<file path="config.mk">
export PLATFORM = sky130hd
export DESIGN_NAME = keypad_multitap_encoder
export DESIGN_NICKNAME = d
export VERILOG_FILES = /design/src/rtl/keypad_pkg.sv /design/src/rtl/keypad_scan_debounce.sv /design/src/rtl/keypad_multitap_encoder.sv
export SDC_FILE = /design/constraint.sdc
export NUM_CORES = 1
export LEC_CHECK = 0
export BUFFER_PORTS_ARGS = -buffer_cell sky130_fd_sc_hd__clkbuf_2
export CAP_MARGIN = 20
export CORE_MARGIN = 4
export CORE_UTILIZATION = 65
export CTS_BUF_LIST = sky130_fd_sc_hd__clkbuf_8
export DETAILED_ROUTE_END_ITERATION = 8
export PLACE_DENSITY_LB_ADDON = 0.08
export SLEW_MARGIN = 25
export SYNTH_ARGS = -nofsm -noshare
export SYNTH_HDL_FRONTEND = slang
export SYNTH_HIERARCHICAL = 1
export SYNTH_SLANG_ARGS = --single-unit
</file>
<file path="constraint.sdc">
create_clock -name clk -period 8.6 [get_ports clk]
set_input_delay 0.86 -clock clk [delete_from_list [all_inputs] [get_ports clk]]
set_output_delay 0.86 -clock clk [all_outputs]
set_load 0.01 [all_outputs]
</file>
<file path="src/rtl/keypad_pkg.sv">
// Shared types and the key map for the multi-tap keypad encoder.
// Provides key classification, token layout and the 4x3 key table lookup.
package keypad_pkg;

  // Width of a flattened key index (row * COLS + col).
  localparam int unsigned KeyW = 8;

  typedef enum logic [2:0] {
    KindNone,
    KindLetter,
    KindSubmitLetter,
    KindSubmitWord,
    KindClear
  } key_kind_e;

  typedef struct packed {
    key_kind_e   kind;
    logic [7:0]  base;
    logic [2:0]  size;
  } key_entry_t;

  // One output token: a letter (word=0) or a word-submit marker (word=1, ch=0).
  typedef struct packed {
    logic       word;
    logic [7:0] ch;
  } token_t;

  function automatic key_entry_t mk_entry(key_kind_e kind, logic [7:0] base, logic [2:0] size);
    key_entry_t e;
    e.kind = kind;
    e.base = base;
    e.size = size;
    return e;
  endfunction

  // Keys outside the 4x3 table classify as NONE.
  function automatic key_entry_t key_lookup(logic [KeyW-1:0] idx);
    case (idx)
      8'd0:    return mk_entry(KindLetter, 8'h41, 3'd3);  // ABC
      8'd1:    return mk_entry(KindLetter, 8'h44, 3'd3);  // DEF
      8'd2:    return mk_entry(KindLetter, 8'h47, 3'd3);  // GHI
      8'd3:    return mk_entry(KindLetter, 8'h4A, 3'd3);  // JKL
      8'd4:    return mk_entry(KindLetter, 8'h4D, 3'd3);  // MNO
      8'd5:    return mk_entry(KindLetter, 8'h50, 3'd4);  // PQRS
      8'd6:    return mk_entry(KindLetter, 8'h54, 3'd3);  // TUV
      8'd7:    return mk_entry(KindLetter, 8'h57, 3'd4);  // WXYZ
      8'd9:    return mk_entry(KindSubmitLetter, 8'h00, 3'd0);
      8'd10:   return mk_entry(KindClear, 8'h00, 3'd0);
      8'd11:   return mk_entry(KindSubmitWord, 8'h00, 3'd0);
      default: return mk_entry(KindNone, 8'h00, 3'd0);
    endcase
  endfunction

endpackage

</file>
<file path="src/rtl/keypad_scan_debounce.sv">
// Matrix keypad scanner: row synchronizer, one-hot column rotation and debounce.
// Ports: clk_i/rst_i (async active-high), row_i raw rows, col_o column drive,
//        press_o one-cycle press pulse, key_o key index (row * COLS + col) valid with press_o.
module keypad_scan_debounce
  import keypad_pkg::*;
#(
  parameter int unsigned ROWS            = 4,
  parameter int unsigned COLS            = 3,
  parameter int unsigned SCAN_CYCLES     = 1000,
  parameter int unsigned DEBOUNCE_CYCLES = 2000
) (
  input  logic              clk_i,
  input  logic              rst_i,
  input  logic [ROWS-1:0]   row_i,
  output logic [COLS-1:0]   col_o,
  output logic              press_o,
  output logic [KeyW-1:0]   key_o
);

  localparam int unsigned ColW  = (COLS > 1) ? $clog2(COLS) : 1;
  localparam int unsigned ScanW = $clog2(SCAN_CYCLES + 1);
  localparam int unsigned DebW  = $clog2(DEBOUNCE_CYCLES + 1);

  logic [ROWS-1:0]  row_s1_q, row_s2_q, row_prev_q;
  logic [ColW-1:0]  col_q, col_d;
  logic [ScanW-1:0] scan_cnt_q, scan_cnt_d;
  logic [DebW-1:0]  deb_cnt_q, deb_cnt_d;
  logic             down_q, down_d;
  logic             press_q, press_d;
  logic [KeyW-1:0]  key_q, key_d;
  logic             same, stable, freeze;
  int unsigned      row_idx;

  always_comb begin
    same   = (row_s2_q == row_prev_q);
    // Pattern has now been observed for DEBOUNCE_CYCLES consecutive cycles.
    stable = same && (deb_cnt_q == DebW'(DEBOUNCE_CYCLES - 2));

    deb_cnt_d = deb_cnt_q;
    if (!same) begin
      deb_cnt_d = '0;
    end else if (deb_cnt_q != DebW'(DEBOUNCE_CYCLES - 1)) begin
      deb_cnt_d = deb_cnt_q + 1'b1;
    end

    row_idx = 0;
    for (int unsigned i = 0; i < ROWS; i++) begin
      if (row_s2_q[i]) row_idx = i;
    end

    down_d  = down_q;
    press_d = 1'b0;
    key_d   = key_q;
    if (stable) begin
      if (!down_q && (row_s2_q != '0)) begin
        // Ghost patterns still latch "down" so they must be released first.
        down_d = 1'b1;
        if ($onehot(row_s2_q)) begin
          press_d = 1'b1;
          key_d   = KeyW'(row_idx * COLS + int'(col_q));
        end
      end else if (down_q && (row_s2_q == '0)) begin
        down_d = 1'b0;
      end
    end

    // Hold the column while rows are in flight through the synchronizer or a key
    // is still considered down, so the latched column matches the sampled rows.
    freeze     = down_q || ((row_s1_q | row_s2_q) != '0);
    col_d      = col_q;
    scan_cnt_d = scan_cnt_q;
    if (freeze) begin
      scan_cnt_d = '0;
    end else if (scan_cnt_q == ScanW'(SCAN_CYCLES - 1)) begin
      scan_cnt_d = '0;
      col_d      = (col_q == ColW'(COLS - 1)) ? '0 : col_q + 1'b1;
    end else begin
      scan_cnt_d = scan_cnt_q + 1'b1;
    end
  end

  always_ff @(posedge clk_i or posedge rst_i) begin
    if (rst_i) begin
      row_s1_q   <= '0;
      row_s2_q   <= '0;
      row_prev_q <= '0;
      col_q      <= '0;
      scan_cnt_q <= '0;
      deb_cnt_q  <= '0;
      down_q     <= 1'b0;
      press_q    <= 1'b0;
      key_q      <= '0;
    end else begin
      row_s1_q   <= row_i;
      row_s2_q   <= row_s1_q;
      row_prev_q <= row_s2_q;
      col_q      <= col_d;
      scan_cnt_q <= scan_cnt_d;
      deb_cnt_q  <= deb_cnt_d;
      down_q     <= down_d;
      press_q    <= press_d;
      key_q      <= key_d;
    end
  end

  assign col_o   = COLS'(1) << col_q;
  assign press_o = press_q;
  assign key_o   = key_q;

endmodule

</file>
<file path="src/rtl/keypad_multitap_encoder.sv">
// Phone-style multi-tap keypad encoder.
// Ports: clk/rst (async active-high), row_in raw rows, col_out column drive,
//        pending_char letter being tapped (0 if none), out_char/out_word/out_valid/out_ready
//        token channel fed from a 2-entry FIFO, error one-cycle pulse on a rejected action.
module keypad_multitap_encoder
  import keypad_pkg::*;
#(
  parameter int unsigned ROWS            = 4,
  parameter int unsigned COLS            = 3,
  parameter int unsigned SCAN_CYCLES     = 1000,
  parameter int unsigned DEBOUNCE_CYCLES = 2000,
  parameter int unsigned TAP_TIMEOUT     = 100000
) (
  input  logic            clk,
  input  logic            rst,
  input  logic [ROWS-1:0] row_in,
  output logic [COLS-1:0] col_out,
  output logic [7:0]      pending_char,
  output logic [7:0]      out_char,
  output logic            out_word,
  output logic            out_valid,
  input  logic            out_ready,
  output logic            error
);

  localparam int unsigned TmoW = $clog2(TAP_TIMEOUT + 1);

  localparam logic [0:0] StIdle = 1'b0;
  localparam logic [0:0] StPend = 1'b1;

  logic            press;
  logic [KeyW-1:0] press_key;

  keypad_scan_debounce #(
    .ROWS            (ROWS),
    .COLS            (COLS),
    .SCAN_CYCLES     (SCAN_CYCLES),
    .DEBOUNCE_CYCLES (DEBOUNCE_CYCLES)
  ) u_scan (
    .clk_i   (clk),
    .rst_i   (rst),
    .row_i   (row_in),
    .col_o   (col_out),
    .press_o (press),
    .key_o   (press_key)
  );

  logic [0:0]      state_q, state_d;
  logic [KeyW-1:0] key_q, key_d;
  logic [2:0]      tap_q, tap_d;
  logic [TmoW-1:0] tmo_q, tmo_d;
  logic            err_q, err_d;
  token_t [1:0]    mem_q, mem_d;
  logic [1:0]      count_q, count_d;

  key_entry_t hit, cur;
  logic [7:0] cur_char;
  logic       pop, push0, push1;
  token_t     tok0, tok1;
  int         free_slots;

  always_comb begin
    hit      = key_lookup(press_key);
    cur      = key_lookup(key_q);
    cur_char = cur.base + {5'b0, tap_q};
    pop      = (count_q != 2'd0) && out_ready;
    // Slots available this cycle, counting one freed by a simultaneous transfer.
    free_slots = 2 - int'(count_q) + (pop ? 1 : 0);

    state_d = state_q;
    key_d   = key_q;
    tap_d   = tap_q;
    err_d   = 1'b0;
    push0   = 1'b0;
    push1   = 1'b0;
    tok0    = '0;
    tok1    = '0;

    tmo_d = tmo_q;
    if (press) begin
      tmo_d = '0;
    end else if (tmo_q != TmoW'(TAP_TIMEOUT)) begin
      tmo_d = tmo_q + 1'b1;
    end

    if (press) begin
      case (state_q)
        StIdle: begin
          case (hit.kind)
            KindLetter: begin
              state_d = StPend;
              key_d   = press_key;
              tap_d   = '0;
            end
            KindSubmitLetter: err_d = 1'b1;
            KindSubmitWord: begin
              if (free_slots >= 1) begin
                push0 = 1'b1;
                tok0  = '{word: 1'b1, ch: 8'h00};
              end else begin
                err_d = 1'b1;
              end
            end
            default: ;
          endcase
        end
        StPend: begin
          case (hit.kind)
            KindLetter: begin
              if ((press_key == key_q) && (tmo_q != TmoW'(TAP_TIMEOUT))) begin
                tap_d = ((tap_q + 3'd1) == cur.size) ? 3'd0 : tap_q + 3'd1;
              end else begin
                key_d = press_key;
                tap_d = '0;
              end
            end
            KindSubmitLetter: begin
              if (free_slots >= 1) begin
                push0   = 1'b1;
                tok0    = '{word: 1'b0, ch: cur_char};
                state_d = StIdle;
              end else begin
                err_d = 1'b1;
              end
            end
            KindClear: state_d = StIdle;
            KindSubmitWord: begin
              // Letter and marker go in together or not at all.
              if (free_slots >= 2) begin
                push0   = 1'b1;
                tok0    = '{word: 1'b0, ch: cur_char};
                push1   = 1'b1;
                tok1    = '{word: 1'b1, ch: 8'h00};
                state_d = StIdle;
              end else begin
                err_d = 1'b1;
              end
            end
            default: ;
          endcase
        end
        default: ;
      endcase
    end

    // Head-at-index-0 FIFO: pop shifts, pushes append behind the survivors.
    mem_d   = mem_q;
    count_d = count_q;
    if (pop) begin
      mem_d[0] = mem_q[1];
      mem_d[1] = '0;
      count_d  = count_q - 2'd1;
    end
    if (push0) begin
      if (count_d == 2'd0) mem_d[0] = tok0;
      else                 mem_d[1] = tok0;
      count_d = count_d + 2'd1;
    end
    if (push1) begin
      mem_d[1] = tok1;
      count_d  = count_d + 2'd1;
    end
  end

  always_ff @(posedge clk or posedge rst) begin
    if (rst) begin
      state_q <= StIdle;
      key_q   <= '0;
      tap_q   <= '0;
      tmo_q   <= '0;
      err_q   <= 1'b0;
      mem_q   <= '0;
      count_q <= '0;
    end else begin
      state_q <= state_d;
      key_q   <= key_d;
      tap_q   <= tap_d;
      tmo_q   <= tmo_d;
      err_q   <= err_d;
      mem_q   <= mem_d;
      count_q <= count_d;
    end
  end

  assign pending_char = (state_q == StPend) ? cur_char : 8'h00;
  assign out_valid    = (count_q != 2'd0);
  assign out_char     = mem_q[0].ch;
  assign out_word     = mem_q[0].word;
  assign error        = err_q;

endmodule

</file>
==> reports/qor.csv <==
metric,value,unit
status,finished clean,
vias per inst,5.696,
Worst Tran Pin Value,0.8439,ns
CTS Root Buffer Type,clkbuf_8,
"Arr. time, crit path",4.56,ns
# hold bufs at CTS,0,
vias in the first global route,3492,
fmax,0.2314,GHz
relative slew slack,0.4367,
Final nets,542,
HPWL after DPL,6587,um
GPL Wtd Cong,0.8726,
most frequent cells in the layout,"dfrtp_1 (91), nor2_1 (58), nand2_1 (36)",
crit path launch type,register,
total wire length,9119,um
CP Data Required Time,8.84,ns
asr flop ratio synth,1.000,
max-cap viol count,0,
drt pass-1 iters,5,
post-synth cell types,65,
"commonest non-fill, non-tap cell in the layout",dfrtp_1,
Ys Warns,6,
Power Density,141.3,nW/um^2
Max VDD drop,0.1013,mV
IO Pins,29,
TritonCTS buffer count,9,
"Setup Fix Bufs, Post-CTS",0,
"Setup violations, final",0,
pin count of the biggest net entering global routing,51,
"non-filler cells, final",609,
die area,9130,sq um
CP Class,register to register,
internal power component,0.5795,mW
GR Util All Layers,0.2286,
IO buf count,27,
fin util,0.7204,
synthesis-to-finish area growth,6.554,%
DR iter-0 viols,137,
Post-Synthesis Cells,487,
Clk pwr share,0.390,
r2r setup slk,4.28,ns
Hold Fails Final Rpt,0,
CP Capture Type,register,
cell area after layout,5309,sq um
first-pass GRT wire length,16370,um
Max Slew Vio Count,0,
Leakage,2.489,nW
Synth Area per Inst,10.23,sq um
Storage cell area,2277,sq um
wire per inst,14.97,um
layout cells sized above 1,0.1235,
Hold WC Path Type,register to register,
clk buf depth,2,
switching share of power,0.2272,
initial core utilization,0.6761,
Inst Count DP,594,
Placed Instance Area,5109,sq um
CTS H-tree lvls,3,
Logic pwr share,0.032,
# fillers,556,
period utilisation layout,0.5026,
Core Rows,31,
CTS resizes,0,
# clock sinks,91,
Worst Skew,0.01211,ns
Die Y,95.55,um
initial antenna violation count,0,
worst skew pair latency,0.36,ns
Die W,95.55,um
Reg power frac,0.578,
unrepaired setup endpoints after global routing,false,
number of synthesized flops with an enable pin,0,
Tmin final,4.322,ns
number of synthesized register bits,91,
Multi-input gate area,2452,sq um
Post-Synthesis Cell Area,4982,sq um
grt ovf,0,
setup TNS,0,ns
Clock Pin Slew Worst Setup and Hold Paths,0.09,ns
"antenna viol nets, final",0,
Diodes inserted,0,
crit-path max FO,11,
# DRC,0,
top_reg_cell synth,dfrtp_1,
NetSw,0.1704,mW
register area share after synthesis,0.4571,
via count,3469,
Core Region,7370,sq um
TritonCTS clock tree,built,
[cell families (layout without fill, tap and decap cells)]
kind of cell / Yosys count / count (layout) / share of synthesized area
fa+ha+maj: 29 / 29 / 0.08036
compound gates: 63 / 63 / 0.09166
xor+xnor: 46 / 46 / 0.08086
buf+inv: 53 / 73 / 0.05299
mux: 19 / 19 / 0.04068
simple gates: 184 / 184 / 0.1949
flops: 91 / 91 / 0.4571
other cells: 2 / 5 / 0.001507
[worst max-delay path, cell delays in order (launching register included)]
cell and delay (ns):
dfrtp_1 0.44, inv_1 0.07, ha_1 0.19, inv_1 0.06
nand2_1 0.13, inv_1 0.41, ha_1 0.39, inv_1 0.09
fa_1 0.53, or3b_1 0.42, a21oi_1 0.24, o211ai_1 0.20
a21oi_1 0.70, a21oi_1 0.08, a41o_1 0.24
[power groups by stage]
stage                     Sequential, mW  Clock (mW)  Combinational, mW
after floorplan                    0.441           0             0.0198
after global placement             0.442           0             0.0238
after detailed placement           0.442           0             0.0247
after CTS                          0.433       0.300             0.0249
after global routing               0.434       0.318             0.0293
final                              0.433       0.293             0.0240
[per-stage QoR]
step                      hold WS (ns)  power [mW]  setup WS [ns]
after CTS                       0.3923      0.7581          4.318
after detailed placement        0.3711      0.4667          4.166
after global placement          0.3641      0.4655          4.312
final                           0.3930      0.7499          4.278
after floorplan                 0.3545      0.4610          4.838
after global routing            0.3989      0.7811          3.944
[cells in the mapped netlist, types with 5 or more instances]
| library cell | number | share of area |
|---|---|---|
| nor4_1 | 6 | 0.0075 |
| nor2b_1 | 9 | 0.011 |
| clkbuf_1 | 5 | 0.0038 |
| nor2_1 | 58 | 0.044 |
| buf_4 | 13 | 0.020 |
| and3_1 | 5 | 0.0063 |
| a21oi_1 | 15 | 0.015 |
| xnor2_1 | 22 | 0.039 |
| and2_1 | 7 | 0.0088 |
| mux2i_1 | 9 | 0.018 |
| o2bb2ai_1 | 7 | 0.012 |
| inv_1 | 30 | 0.023 |
| ha_1 | 24 | 0.060 |
| o21ai_0 | 5 | 0.0050 |
| nand3_1 | 19 | 0.019 |
| nand4_1 | 10 | 0.013 |
| nand2_1 | 36 | 0.027 |
| mux2_2 | 8 | 0.018 |
| and4_1 | 5 | 0.0088 |
| a32o_1 | 5 | 0.010 |
| dfrtp_1 | 91 | 0.46 |
| xor2_1 | 24 | 0.042 |
| fa_1 | 5 | 0.020 |
[sequential cells by signal, indices dropped and copies added (netlist names)]
register,cells
u_scan/row_s1_q,4
mem_q,9
key_q,8
count_q,2
out_word,1
u_scan/down_q,1
u_scan/scan_cnt_q,10
u_scan/deb_cnt_q,11
u_scan/row_s2_q,4
error,1
state_q,1
u_scan/row_prev_q,4
u_scan/col_q,2
tap_q,3
tmo_q,17
u_scan/press_o,1
out_char,8
u_scan/key_o,4
[path summary, 6_finish.rpt]
| check | startpoint | endpoint | cells after the start |
|---|---|---|---|
| worst min register to register | u_scan/row_s1_q[3] | u_scan/row_s2_q[3] | 0 |
| worst max-delay path | count_q[0] | out_char[3] | 14 |
| worst max register to register | count_q[0] | out_char[3] | 14 |
| max in group asynchronous | rst | state_q | 2 |
| worst min-delay path | u_scan/row_s1_q[3] | u_scan/row_s2_q[3] | 0 |
| min in group asynchronous | rst | u_scan/scan_cnt_q[7] | 3 |
[layout make-up]
| class | instances | share of cell area |
|---|---|---|
| multi-input cells | 346 | 0.4619 |
| flip-flops and latches | 91 | 0.4289 |
| repair buffers | 28 | 0.02687 |
| clock buffers | 10 | 0.02593 |
| well taps | 99 | 0.02333 |
| inverters | 30 | 0.02145 |
| clock inverters | 5 | 0.01155 |
[layer usage]
metal / vias up / wire length, um / part of all wire / global-route usage
met2: 84 / 4424 / 0.49 / 0.3746
li1: 1704 / - / - / -
met5: - / 0 / 0 / 0
met1: 1667 / 4147 / 0.45 / 0.3110
met4: 0 / 112 / 0.012 / 0.07583
met3: 14 / 435 / 0.048 / 0.03631
(Power assumes the default switching activity.)
